### src/rtl/ps2_keymap_decoder.sv
// PS/2 scan-code decoder: turns a byte stream (with E0/F0 prefixes) into
// per-key held levels, press/release pulses and optional auto-repeat.
module ps2_keymap_decoder #(
  parameter int                      NUM_KEYS       = 4,
  parameter logic [9*NUM_KEYS-1:0]   KEY_CODES      = {9'h023, 9'h01B, 9'h01C, 9'h01D},
  parameter int                      PREFIX_TIMEOUT = 1_000_000,
  parameter bit                      REPEAT_EN      = 1'b0,
  parameter int                      REPEAT_DELAY   = 25_000_000,
  parameter int                      REPEAT_PERIOD  = 5_000_000
) (
  input  logic                CLOCK_50,
  input  logic                reset,
  input  logic [7:0]          received_data,
  input  logic                received_data_en,
  output logic [NUM_KEYS-1:0] key_down,
  output logic [NUM_KEYS-1:0] key_press,
  output logic [NUM_KEYS-1:0] key_release,
  output logic [8:0]          last_code,
  output logic                seq_error
);

  localparam int TMO_W = $clog2(PREFIX_TIMEOUT + 1);

  typedef enum logic [1:0] {S_IDLE, S_EXT, S_BRK, S_EXT_BRK} state_t;

  state_t             state_q, state_d;
  logic [TMO_W-1:0]   tmo_q;
  logic               tmo_fire;
  logic               make_evt, brk_evt;
  logic [8:0]         code;
  logic [NUM_KEYS-1:0] match, press_new, release_new, rep_pulse;

  // Prefix state register.
  // NOTE: every register here is cleared by the asynchronous reset, so a
  // partial sequence can never survive a reset pulse.
  always_ff @(posedge CLOCK_50 or posedge reset) begin
    if (reset) state_q <= S_IDLE;
    else       state_q <= state_d;
  end

  // Next-state logic: classify each accepted byte as prefix, make or break.
  // NOTE: every signal written here gets a default first so no latch is inferred.
  always_comb begin
    state_d  = state_q;
    make_evt = 1'b0;
    brk_evt  = 1'b0;
    code     = 9'h000;
    tmo_fire = 1'b0;
    case (state_q)
      S_IDLE: begin
        if (received_data_en) begin
          if (received_data == 8'hE0)      state_d = S_EXT;
          else if (received_data == 8'hF0) state_d = S_BRK;
          else begin
            make_evt = 1'b1;
            code     = {1'b0, received_data};
          end
        end
      end
      S_EXT: begin
        if (received_data_en) begin
          if (received_data == 8'hF0)      state_d = S_EXT_BRK;
          else if (received_data != 8'hE0) begin
            make_evt = 1'b1;
            code     = {1'b1, received_data};
            state_d  = S_IDLE;
          end
        end else if (tmo_q == TMO_W'(PREFIX_TIMEOUT)) begin
          tmo_fire = 1'b1;
          state_d  = S_IDLE;
        end
      end
      S_BRK, S_EXT_BRK: begin
        if (received_data_en) begin
          brk_evt = 1'b1;
          code    = {(state_q == S_EXT_BRK), received_data};
          state_d = S_IDLE;
        end else if (tmo_q == TMO_W'(PREFIX_TIMEOUT)) begin
          tmo_fire = 1'b1;
          state_d  = S_IDLE;
        end
      end
      default: state_d = S_IDLE;
    endcase
  end

  // Prefix timeout counter: runs only while waiting inside a prefix state.
  // NOTE: sequential state uses non-blocking assignments so all registers
  // update together from the same pre-edge values.
  always_ff @(posedge CLOCK_50 or posedge reset) begin
    if (reset)                                                  tmo_q <= '0;
    else if (received_data_en || state_q == S_IDLE || tmo_fire) tmo_q <= '0;
    else                                                        tmo_q <= tmo_q + TMO_W'(1);
  end

  // Compare the completed code against every table entry in parallel.
  always_comb begin
    for (int i = 0; i < NUM_KEYS; i++) match[i] = (KEY_CODES[9*i +: 9] == code);
    press_new   = make_evt ? (match & ~key_down) : '0;
    release_new = brk_evt  ? (match &  key_down) : '0;
  end

  // Key state, event pulses, last make code and timeout pulse.
  always_ff @(posedge CLOCK_50 or posedge reset) begin
    if (reset) begin
      key_down    <= '0;
      key_press   <= '0;
      key_release <= '0;
      last_code   <= 9'h000;
      seq_error   <= 1'b0;
    end else begin
      key_down    <= (key_down | press_new) & ~release_new;
      key_press   <= press_new | rep_pulse;
      key_release <= release_new;
      seq_error   <= tmo_fire;
      if (make_evt) last_code <= code;
    end
  end

  if (REPEAT_EN) begin : g_repeat
    localparam int RMAX = (REPEAT_DELAY > REPEAT_PERIOD) ? REPEAT_DELAY : REPEAT_PERIOD;
    localparam int RW   = $clog2(RMAX + 1);
    localparam int TW   = (NUM_KEYS > 1) ? $clog2(NUM_KEYS) : 1;

    logic          valid_q, phase_q, fire, tgt_break;
    logic [TW-1:0] tgt_q, new_tgt;
    logic [RW-1:0] cnt_q, cnt_nxt;

    // Pick the new repeat target (lowest newly pressed index) and decide firing.
    always_comb begin
      new_tgt = '0;
      for (int i = NUM_KEYS - 1; i >= 0; i--) if (press_new[i]) new_tgt = TW'(i);
      cnt_nxt   = cnt_q + RW'(1);
      tgt_break = valid_q && release_new[tgt_q];
      fire      = valid_q && !(|press_new) && !tgt_break &&
                  (phase_q ? (cnt_nxt == RW'(REPEAT_PERIOD)) : (cnt_nxt == RW'(REPEAT_DELAY)));
      rep_pulse = fire ? (NUM_KEYS'(1) << tgt_q) : '0;
    end

    // Repeat timer: restarts on a fresh press, stops on release of the target.
    always_ff @(posedge CLOCK_50 or posedge reset) begin
      if (reset) begin
        valid_q <= 1'b0;
        phase_q <= 1'b0;
        tgt_q   <= '0;
        cnt_q   <= '0;
      end else if (|press_new) begin
        valid_q <= 1'b1;
        phase_q <= 1'b0;
        tgt_q   <= new_tgt;
        cnt_q   <= '0;
      end else if (tgt_break) begin
        valid_q <= 1'b0;
        phase_q <= 1'b0;
        cnt_q   <= '0;
      end else if (valid_q) begin
        if (fire) begin
          phase_q <= 1'b1;
          cnt_q   <= '0;
        end else begin
          cnt_q   <= cnt_nxt;
        end
      end
    end
  end else begin : g_no_repeat
    assign rep_pulse = '0;
  end

endmodule

### config.mk
export PLATFORM = sky130hd
export DESIGN_NAME = ps2_keymap_decoder
export DESIGN_NICKNAME = d
export VERILOG_FILES = /design/src/rtl/ps2_keymap_decoder.sv
export SDC_FILE = /design/constraint.sdc
export NUM_CORES = 1
export LEC_CHECK = 0
export ABC_AREA = 0
export BUFFER_PORTS_ARGS = -buffer_cell sky130_fd_sc_hd__clkbuf_2
export CAP_MARGIN = 20
export CORE_ASPECT_RATIO = 0.8
export CORE_MARGIN = 3
export CORE_UTILIZATION = 35
export DETAILED_ROUTE_END_ITERATION = 10
export PLACE_DENSITY = 0.66
export SLEW_MARGIN = 20
export SYNTH_ARGS = -nofsm -noshare
export SYNTH_HDL_FRONTEND = slang
export SYNTH_SLANG_ARGS = --single-unit
### constraint.sdc
create_clock -name CLOCK_50 -period 2.5 [get_ports CLOCK_50]
set_clock_uncertainty 0.2 [all_clocks]
set_input_delay 0.25 -clock CLOCK_50 [delete_from_list [all_inputs] [get_ports CLOCK_50]]
set_output_delay 0.25 -clock CLOCK_50 [all_outputs]
set_load 0.005 [all_outputs]
# After elaboration in Yosys (flattened, before gate mapping)

Index checks and enable logic that the tools add are counted.

Output and inout port bits: 22
Input port bits: 11
Flip-flop bits (word level): 44

Multiplexer cells: 32
$add $sub $neg: 1
Reductions and logical operators: 6
Bitwise gates (word level): 6
Equal/unequal tests: 14

Operator list:

| kind                  | number |
|---|---|
| $mux 9                | 4 |
| $eq 5x9->1 const A    | 3 |
| $pmux 9 s3            | 1 |
| $mux 8                | 3 |
| $add 20x1->20 const B | 1 |
| $eq 20x20->1 const B  | 1 |
| $mux 20               | 1 |
| $eq 8x8->1 const B    | 2 |
| $mux 2                | 8 |
| $and 4x4->4           | 3 |
| $mux 1                | 11 |
| $eq 6x9->1 const A    | 1 |
| $mux 4                | 2 |
| $ne 8x8->1 const B    | 1 |
| $not 4->4             | 2 |
| $pmux 2 s3            | 1 |
| $eq 2x2->1 const B    | 2 |
| $ne 4x4->1 const B    | 1 |
| $or 4x4->4            | 1 |
| $ne 3x3->1 const B    | 1 |
| $reduce_and 3->1      | 1 |
| $reduce_or 3->1       | 1 |
| $eq 2x1->1 const B    | 1 |
| $logic_not 2->1       | 1 |
| other kinds (4)       | 5 |

# Depth between registers and ports, before layout

Gate-level depths: netlist of the first run.

Word-level depth: 10
Depth in mapped cells: 7

# Least setup slack after synthesis of the first run

Ideal clock, no wire load.

Path type: reg2reg
Start: reg tmo_q[0]
End: reg state_q[0]
Setup time: 0.127 ns
Arrival time: 1.660 ns
Stages on the path, launching flop included: 7
Required time: 2.173 ns
Buffers on the path: 0
Period minus slack after synthesis: 1.987 ns
Setup slack: 0.513 ns
Path through: dfrtp_1 inv_1 ha_1 or4b_1 nor4_1 a21o_1 o2bb2a_1

Cells in the longest elaborated chain, start to end: 4
Elaborated cells on any way between the ends: 5
Classes of those cells: eq/ne (1); mux (4)

RTL lines:

| item                      | RTL line | source |
|---|---|---|
| from (decl)               | 27       | `logic [TMO_W-1:0] tmo_q;` |
| from (signal assigned)    | 93       | `else tmo_q <= tmo_q + TMO_W'(1);` |
| $eq 20x20->1 (*)          | 68, 78   |  |
| $mux 2 (*)                | --       |  |
| $mux 2 (on tied branches) | --       |  |
| $pmux 2 s3 (*)            | --       |  |
| to (signal assigned)      | 38       | `else state_q <= state_d;` |
| to (decl)                 | 26       | `state_t state_q, state_d;` |

Mark *: on every way between the ends. The rest lies on a longest branch, timed or not.
A chain may end at the register's enable or synchronous reset.

# Worst setup path in the final report of the first run

Start: reg tmo_q[0]
End: reg tmo_q[13]

Cells in the longest elaborated chain, start to end: 6
Elaborated cells on any way between the ends: 7
Classes of those cells: add/sub (1); eq/ne (1); mux (4); reduce/logical (1)

RTL lines:

| item                                                                  | RTL line | source |
|---|---|---|
| parallel branches: the longest is 5 deep, another holds $add 20x1->20 | --       |  |
| $mux 20 (*)                                                           | 92       | `else if (received_data_en \|\| state_q == S_IDLE \|\| tmo_fire) tmo_q <= '0;` |

Every way passes the cells marked *.

==> flow_summary.yaml, run 1 <==
outcome:
  status: "completed"
critical_path:
  cp_num_buf_inv: 2
  crit_end: "tmo_q[13]$_DFF_PP0_"
  crit_fanout: 9
  crit_type: "reg2reg"
  crit_slowest_cell: "dfrtp_1"
  reg2reg_depth: 7
  crit_family: "simple AND/OR/NAND/NOR gates"
  crit-reg2reg-capture: "tmo_q[13]$_DFF_PP0_"
  required_ns: 2.49
  start_kind: "register"
  r2r_slack_ns: 0.27
  timing.rr.start: "tmo_q[0]$_DFF_PP0_"
  cp.depth: 7
  slowest_delay_ns: 0.43
  crit_path_start: "tmo_q[0]$_DFF_PP0_"
  cp-end-kind: "register"
  arrival_ns: 2.22
  crit_chain: "inv_1, ha_1, or4b_1, nor4_1, a21o_2, buf_4, nor2_1"
sta:
  worst_slew_pin_slew_ns: 0.837
  fmax_mhz: 449
  setup_viol: 0
  drv_slew: 0
  hold_viol: 0
  slew_headroom_pct: 43.9
  period_share_pct: 89.2
  fin_tns_setup_ns: 0
  rsz0062_at_grt: "no"
  period_needed_ns: 2.23
cells_and_area:
  final_nets: 252
  drive_above_1_share_pct: 23.8
  finish.utilization_pct: 43.2
  diodes: 0
  area_delta_synth_final_pct: 16.6
synth:
  yosys.area_share.xor_xnor_pct: 5.51
  async_reset_ff_share_pct: 100
  synthFlopType: "dfrtp_1"
  ys_warn_count: 0
  ys_ff_latch: 44
  synth_top_family_by_area: "simple AND/OR/NAND/NOR gates"
  ys_seq_area_share_pct: 53.3
  synth_edf_count: 0
  synthAdderAreaFrac_pct: 1.21
  synth-compound-area-share_pct: 7.38
  synthCells: 202
  ys_types: 42
  synthesis.area_um2: 2070
  yosys.area_share.simple_pct: 26.3
  synth_nets: 215
  avgSynthCellArea_um2: 10.2
  synth.area.mux_share_pct: 2.66
floorplan:
  start_util_pct: 37.0
  design.portCount: 33
  die_w_um: 91.9
  die_area_um2: 6870
  fp.coreArea_um2: 5590
  fp-row-count: 24
  die_h_um: 74.7
route:
  wl_per_cell_um: 13.3
  num_vias: 1596
  first_pass_iters: 4
  ant_nets: 0
  viasPerCell: 5.03
  drt_iter0_drc: 113
  routed_wl_um: 4200
  drc: 0
placed_design:
  routabilityCongestion: 0.797
  port_buffers: 32
  dp_hpwl_um: 3160
power:
  leakagePower_nw: 1.06
  p_seq_share_pct: 59.5
  ir_worst_vdd_mv: 0.194
  pwr-share-clk_pct: 34.0
  internal_power_mw: 0.950
  pwr-share-comb_pct: 6.5
  p_sw_share_pct: 23.1
  p_per_area_nw_per_um2: 513
  power_switching_mw: 0.286
clocking:
  post_cts_buffers: 0
  cts-root-buf: "clkbuf_8"
  cts_tree: "done"
  cts.sinks: 44
  htreeDepth: 2
  clk_latency_ns: 0.29
  clk_pin_slew_worst_paths_ns: 0.08
  clock_path_buffers: 2
  cts-buffers-inserted: 5
grt:
  grt_pass1_wl_um: 7410
  antenna_found_initial: 0
  grt.total_usage_pct: 13.6
  grt_max_degree: 26
  overflow: 0
  grt_pass1_vias: 1556
min_path:
  hold_class: "in2reg"
job:
  maxCapViolCount: 0
cells in the final DEF (no fill, tap or decap), types with 2 or more instances in the layout:
| cell | n |
|---|---|
| nor2b_1 | 4 |
| a31o_2 | 2 |
| dfrtp_1 | 44 |
| and4b_1 | 2 |
| nand4_1 | 7 |
| nand2b_1 | 2 |
| nor3b_1 | 3 |
| nand3_1 | 11 |
| nor4_1 | 3 |
| xor2_1 | 7 |
| nor3_1 | 6 |
| a21oi_1 | 4 |
| clkbuf_8 | 5 |
| nor4b_1 | 2 |
| buf_4 | 4 |
| and4_1 | 3 |
| and3_1 | 3 |
| inv_1 | 8 |
| o31ai_1 | 2 |
| dlygate4sd3_1 | 2 |
| nor2_1 | 19 |
| ha_1 | 2 |
| or4b_1 | 2 |
| or3_1 | 4 |
| o21ai_0 | 10 |
| nand2_1 | 19 |
| mux2_2 | 4 |
| xnor2_1 | 6 |
| clkbuf_2 | 32 |
synthesized netlist by cell type (all sizes together), types with 4 or more instances:
cell / instances / area [µm²]
a21oi: 5 / 28.8
and4: 4 / 36.3
buf: 6 / 35.0
dfrtp: 44 / 1100
inv: 9 / 33.8
mux2: 4 / 45.0
nand2: 19 / 71.3
nand3: 12 / 65.1
nand4: 7 / 43.8
nor2: 19 / 71.3
nor2b: 4 / 25.0
nor3: 7 / 40.0
o21ai: 10 / 50.1
or3: 4 / 25.0
xnor2: 6 / 52.6
xor2: 7 / 61.3
cells by family (layout without fill, tap and decap cells):
kind of cell | count (synthesis) | after routing
compound gates | 24 | 24
buf+inv | 17 | 54
fa+ha+maj | 2 | 2
simple gates | 97 | 97
flops | 44 | 44
mux | 5 | 5
xor+xnor | 13 | 13
worst min-delay path by stage:
| stage | start | endpoint | slack, ns | depth (start not counted) |
|---|---|---|---|---|
| 5_1_grt | received_data[3] | last_code[3]$_DFFE_PP0P_ | 0.009 | 3 |
| 4_1_cts | received_data[1] | key_release[1]$_DFF_PP0_ | 0.005 | 2 |
| 3_3_place_gp | reset | seq_error$_DFF_PP0_ | 0.14 | 2 |
| 2_1_floorplan | received_data[1] | key_release[1]$_DFF_PP0_ | 0.12 | 1 |
| 3_5_place_dp | reset | seq_error$_DFF_PP0_ | 0.14 | 2 |
| 6_report | received_data[3] | last_code[3]$_DFFE_PP0P_ | 0.01 | 3 |
area by class of cell:
class                      count  area (µm²)
fill                         562        3170
sequential                    44        1100
multi-input combinational    141         891
timing repair buffer          38         210
tap                           78        97.6
clock buffer                   6        72.6
inverter                       9        33.8
clock inverter                 1        5.00
routing by layer:
| layer | GRT usage, % | wire, µm |
|---|---|---|
| met1 | 19.9 | 2230 |
| met3 | 3.20 | 177 |
| met5 | 0 | 0 |
| met2 | 18.9 | 1720 |
| met4 | 6.26 | 73 |
flip-flops by register name, indices dropped and copies added (netlist names):
name / cells
tmo_q: 20
key_down: 4
last_code: 9
key_press: 4
state_q: 2
seq_error: 1
key_release: 4
worst reg2reg max path, stage by stage (launching register included):
cell,delay (ns)
dfrtp_1,0.43
inv_1,0.08
ha_1,0.13
or4b_1,0.44
nor4_1,0.33
a21o_2,0.29
buf_4,0.18
nor2_1,0.06
per-stage QoR:
step | std cells | cell area, µm² | power (mW) | hold slack (ns) | setup WS [ns]
after floorplan | 202 | 2070 | 0.790 | 0.121 | 0.513
after global placement | 308 | 2310 | 0.829 | 0.139 | 0.278
after detailed placement | 308 | 2310 | 0.830 | 0.138 | 0.188
after CTS | 317 | 2410 | 1.25 | 0.00469 | 0.179
after global routing | 317 | 2410 | 1.29 | 0.00916 | 0.112
final | 317 | 2410 | 1.24 | 0.0131 | 0.271
power by group through the flow:
stage	combinational, mW	clock (mW)	sequential, mW
2_1_floorplan	0.0399	0	0.750
3_3_place_gp	0.0797	0	0.749
3_5_place_dp	0.0808	0	0.750
4_1_cts	0.0835	0.433	0.736
5_1_grt	0.0914	0.460	0.738
6_report	0.0809	0.420	0.735
timing repair:
action,in CTS,in global routing
resized for setup,0,1
setup endpoints to repair,0,3
hold buffers,2,0
endpoints found under the hold margin,24,0
(Power assumes the default switching activity.)
==> run 2: changes to the inputs <==
CORE_UTILIZATION = 50   (was 35)
GPL_TIMING_DRIVEN = 0   (was not set)
PLACE_DENSITY = 0.84   (was 0.66)
==> flow_summary.yaml, run 2 (synthesis results as in run 1) <==
cells_and_area:
  area_delta_synth_final_pct: 18.9
  nFillCells: 330
  top_regs: "tmo_q x20, last_code x9"
  fin_cells: 301
  largest_reg_flops: 20
  largest-register: "tmo_q"
  register_area_um2: 1100
  layout_common_cells: "dfrtp_1, clkbuf_2, nand2_1, nor2_1, nand3_1"
  layout_commonest_cell: "dfrtp_1"
  multi_input_area_um2: 890
  diodes: 0
  final_nets: 258
  drive_above_1_share_pct: 25.2
clocking:
  htreeDepth: 2
  clock_path_buffers: 2
  cts-buffers-inserted: 5
  clk_latency_ns: 0.30
  cts.repair.resized: 0
  cts_tree: "done"
  cts-hold-fix-buffers: 3
  clk_pin_slew_worst_paths_ns: 0.08
  cts.sinks: 44
  cts-root-buf: "clkbuf_8"
  post_cts_buffers: 0
critical_path:
  crit_fanout: 10
  cp_num_buf_inv: 2
  arrival_ns: 2.29
  slowest_delay_ns: 0.46
  required_ns: 2.49
  crit_chain: "inv_1, ha_1, or4b_1, nor4_1, a21o_1, buf_4, nor2_1"
  crit_family: "simple AND/OR/NAND/NOR gates"
  start_kind: "register"
  crit_type: "reg2reg"
  crit_slowest_cell: "or4b_1"
  cp-end-kind: "register"
floorplan:
  start_util_pct: 53.3
  die_area_um2: 4950
  fp.coreArea_um2: 3880
  die_w_um: 77.9
  die_h_um: 63.5
  design.portCount: 33
  fp-row-count: 20
route:
  ant_nets: 0
  wl_per_cell_um: 14.3
  num_vias: 1666
  first_pass_iters: 4
  viasPerCell: 5.53
  drt_iter0_drc: 91
  drc: 0
  routed_wl_um: 4300
placed_design:
  port_buffers: 32
  dp_hpwl_um: 3060
  routabilityCongestion: 0.856
  dp_cells: 290
min_path:
  hold_class: "in2reg"
grt:
  grt_max_degree: 33
  grt_pass1_wl_um: 7210
  grt.total_usage_pct: 18.9
  overflow: 0
  grt_pass1_vias: 1478
  antenna_found_initial: 0
sta:
  fin_tns_setup_ns: 0
  setup_viol: 0
  period_needed_ns: 2.31
  hold_viol: 0
  rsz0062_at_grt: "no"
  drv_slew: 0
  slew_headroom_pct: 57.1
  fmax_mhz: 434
  period_share_pct: 92.2
  worst_slew_pin_slew_ns: 0.635
  holdWs_ns: 0.0199
job:
  maxCapViolCount: 0
power:
  leakagePower_nw: 1.10
  p_per_area_nw_per_um2: 556
  finalPower_mw: 1.37
  ir_worst_vdd_mv: 0.535
outcome:
  status: "completed"
run 2: layer usage:
layer	share of wire [%]	track usage (%)	vias up
li1	-	-	795
met1	49	27.5	812
met2	45	27.6	53
met3	5.3	3.71	6
met4	1.5	7.33	0
met5	0	0	-
run 2: worst paths after layout:
path	cells after the start	slack, ns	startpoint	endpoint
worst max-delay path	7	0.19	tmo_q[0]$_DFF_PP0_	tmo_q[5]$_DFF_PP0_
worst min-delay path	2	0.02	received_data[6]	last_code[6]$_DFFE_PP0P_
worst max register to register	7	0.19	tmo_q[0]$_DFF_PP0_	tmo_q[5]$_DFF_PP0_
worst min register to register	1	0.27	key_down[3]$_DFF_PP0_	key_press[3]$_DFF_PP0_
max in group asynchronous	4	1.43	reset	tmo_q[4]$_DFF_PP0_
min in group asynchronous	3	0.22	reset	tmo_q[18]$_DFF_PP0_
run 2: worst register-to-register path, delay by kind of cell (launching register included):
kind | cells | cell delay, ns
simple gates | 3 | 0.95
flops | 1 | 0.43
buf+inv | 2 | 0.26
compound gates | 1 | 0.22
fa+ha+maj | 1 | 0.13
run 2: power breakdown:
group,leakage (nW),switching [mW],internal [mW]
Clock,0.0541,0.250,0.296
Sequential,0.598,0.0100,0.726
Combinational,0.447,0.0476,0.0369
run 2: cell type report:
class / count / area share, %
inverter: 9 / 1.37
buffer: 8 / 1.73
multi-input combinational: 141 / 36.2
clock inverter: 3 / 1.73
tap: 55 / 2.80
sequential: 44 / 44.8
clock buffer: 5 / 2.80
timing repair buffer: 36 / 8.55
run 2: through the flow:
| step | area, µm² | util [%] | setup slack (ns) |
|---|---|---|---|
| after detailed placement | 2320 | 59.7 | 0.314 |
| after global routing | 2460 | 63.4 | 0.102 |
| after global placement | 2300 | 59.2 | 0.345 |
| final | 2460 | 63.4 | 0.194 |
| after CTS | 2460 | 63.4 | 0.197 |
| after floorplan | 2070 | - | 0.513 |
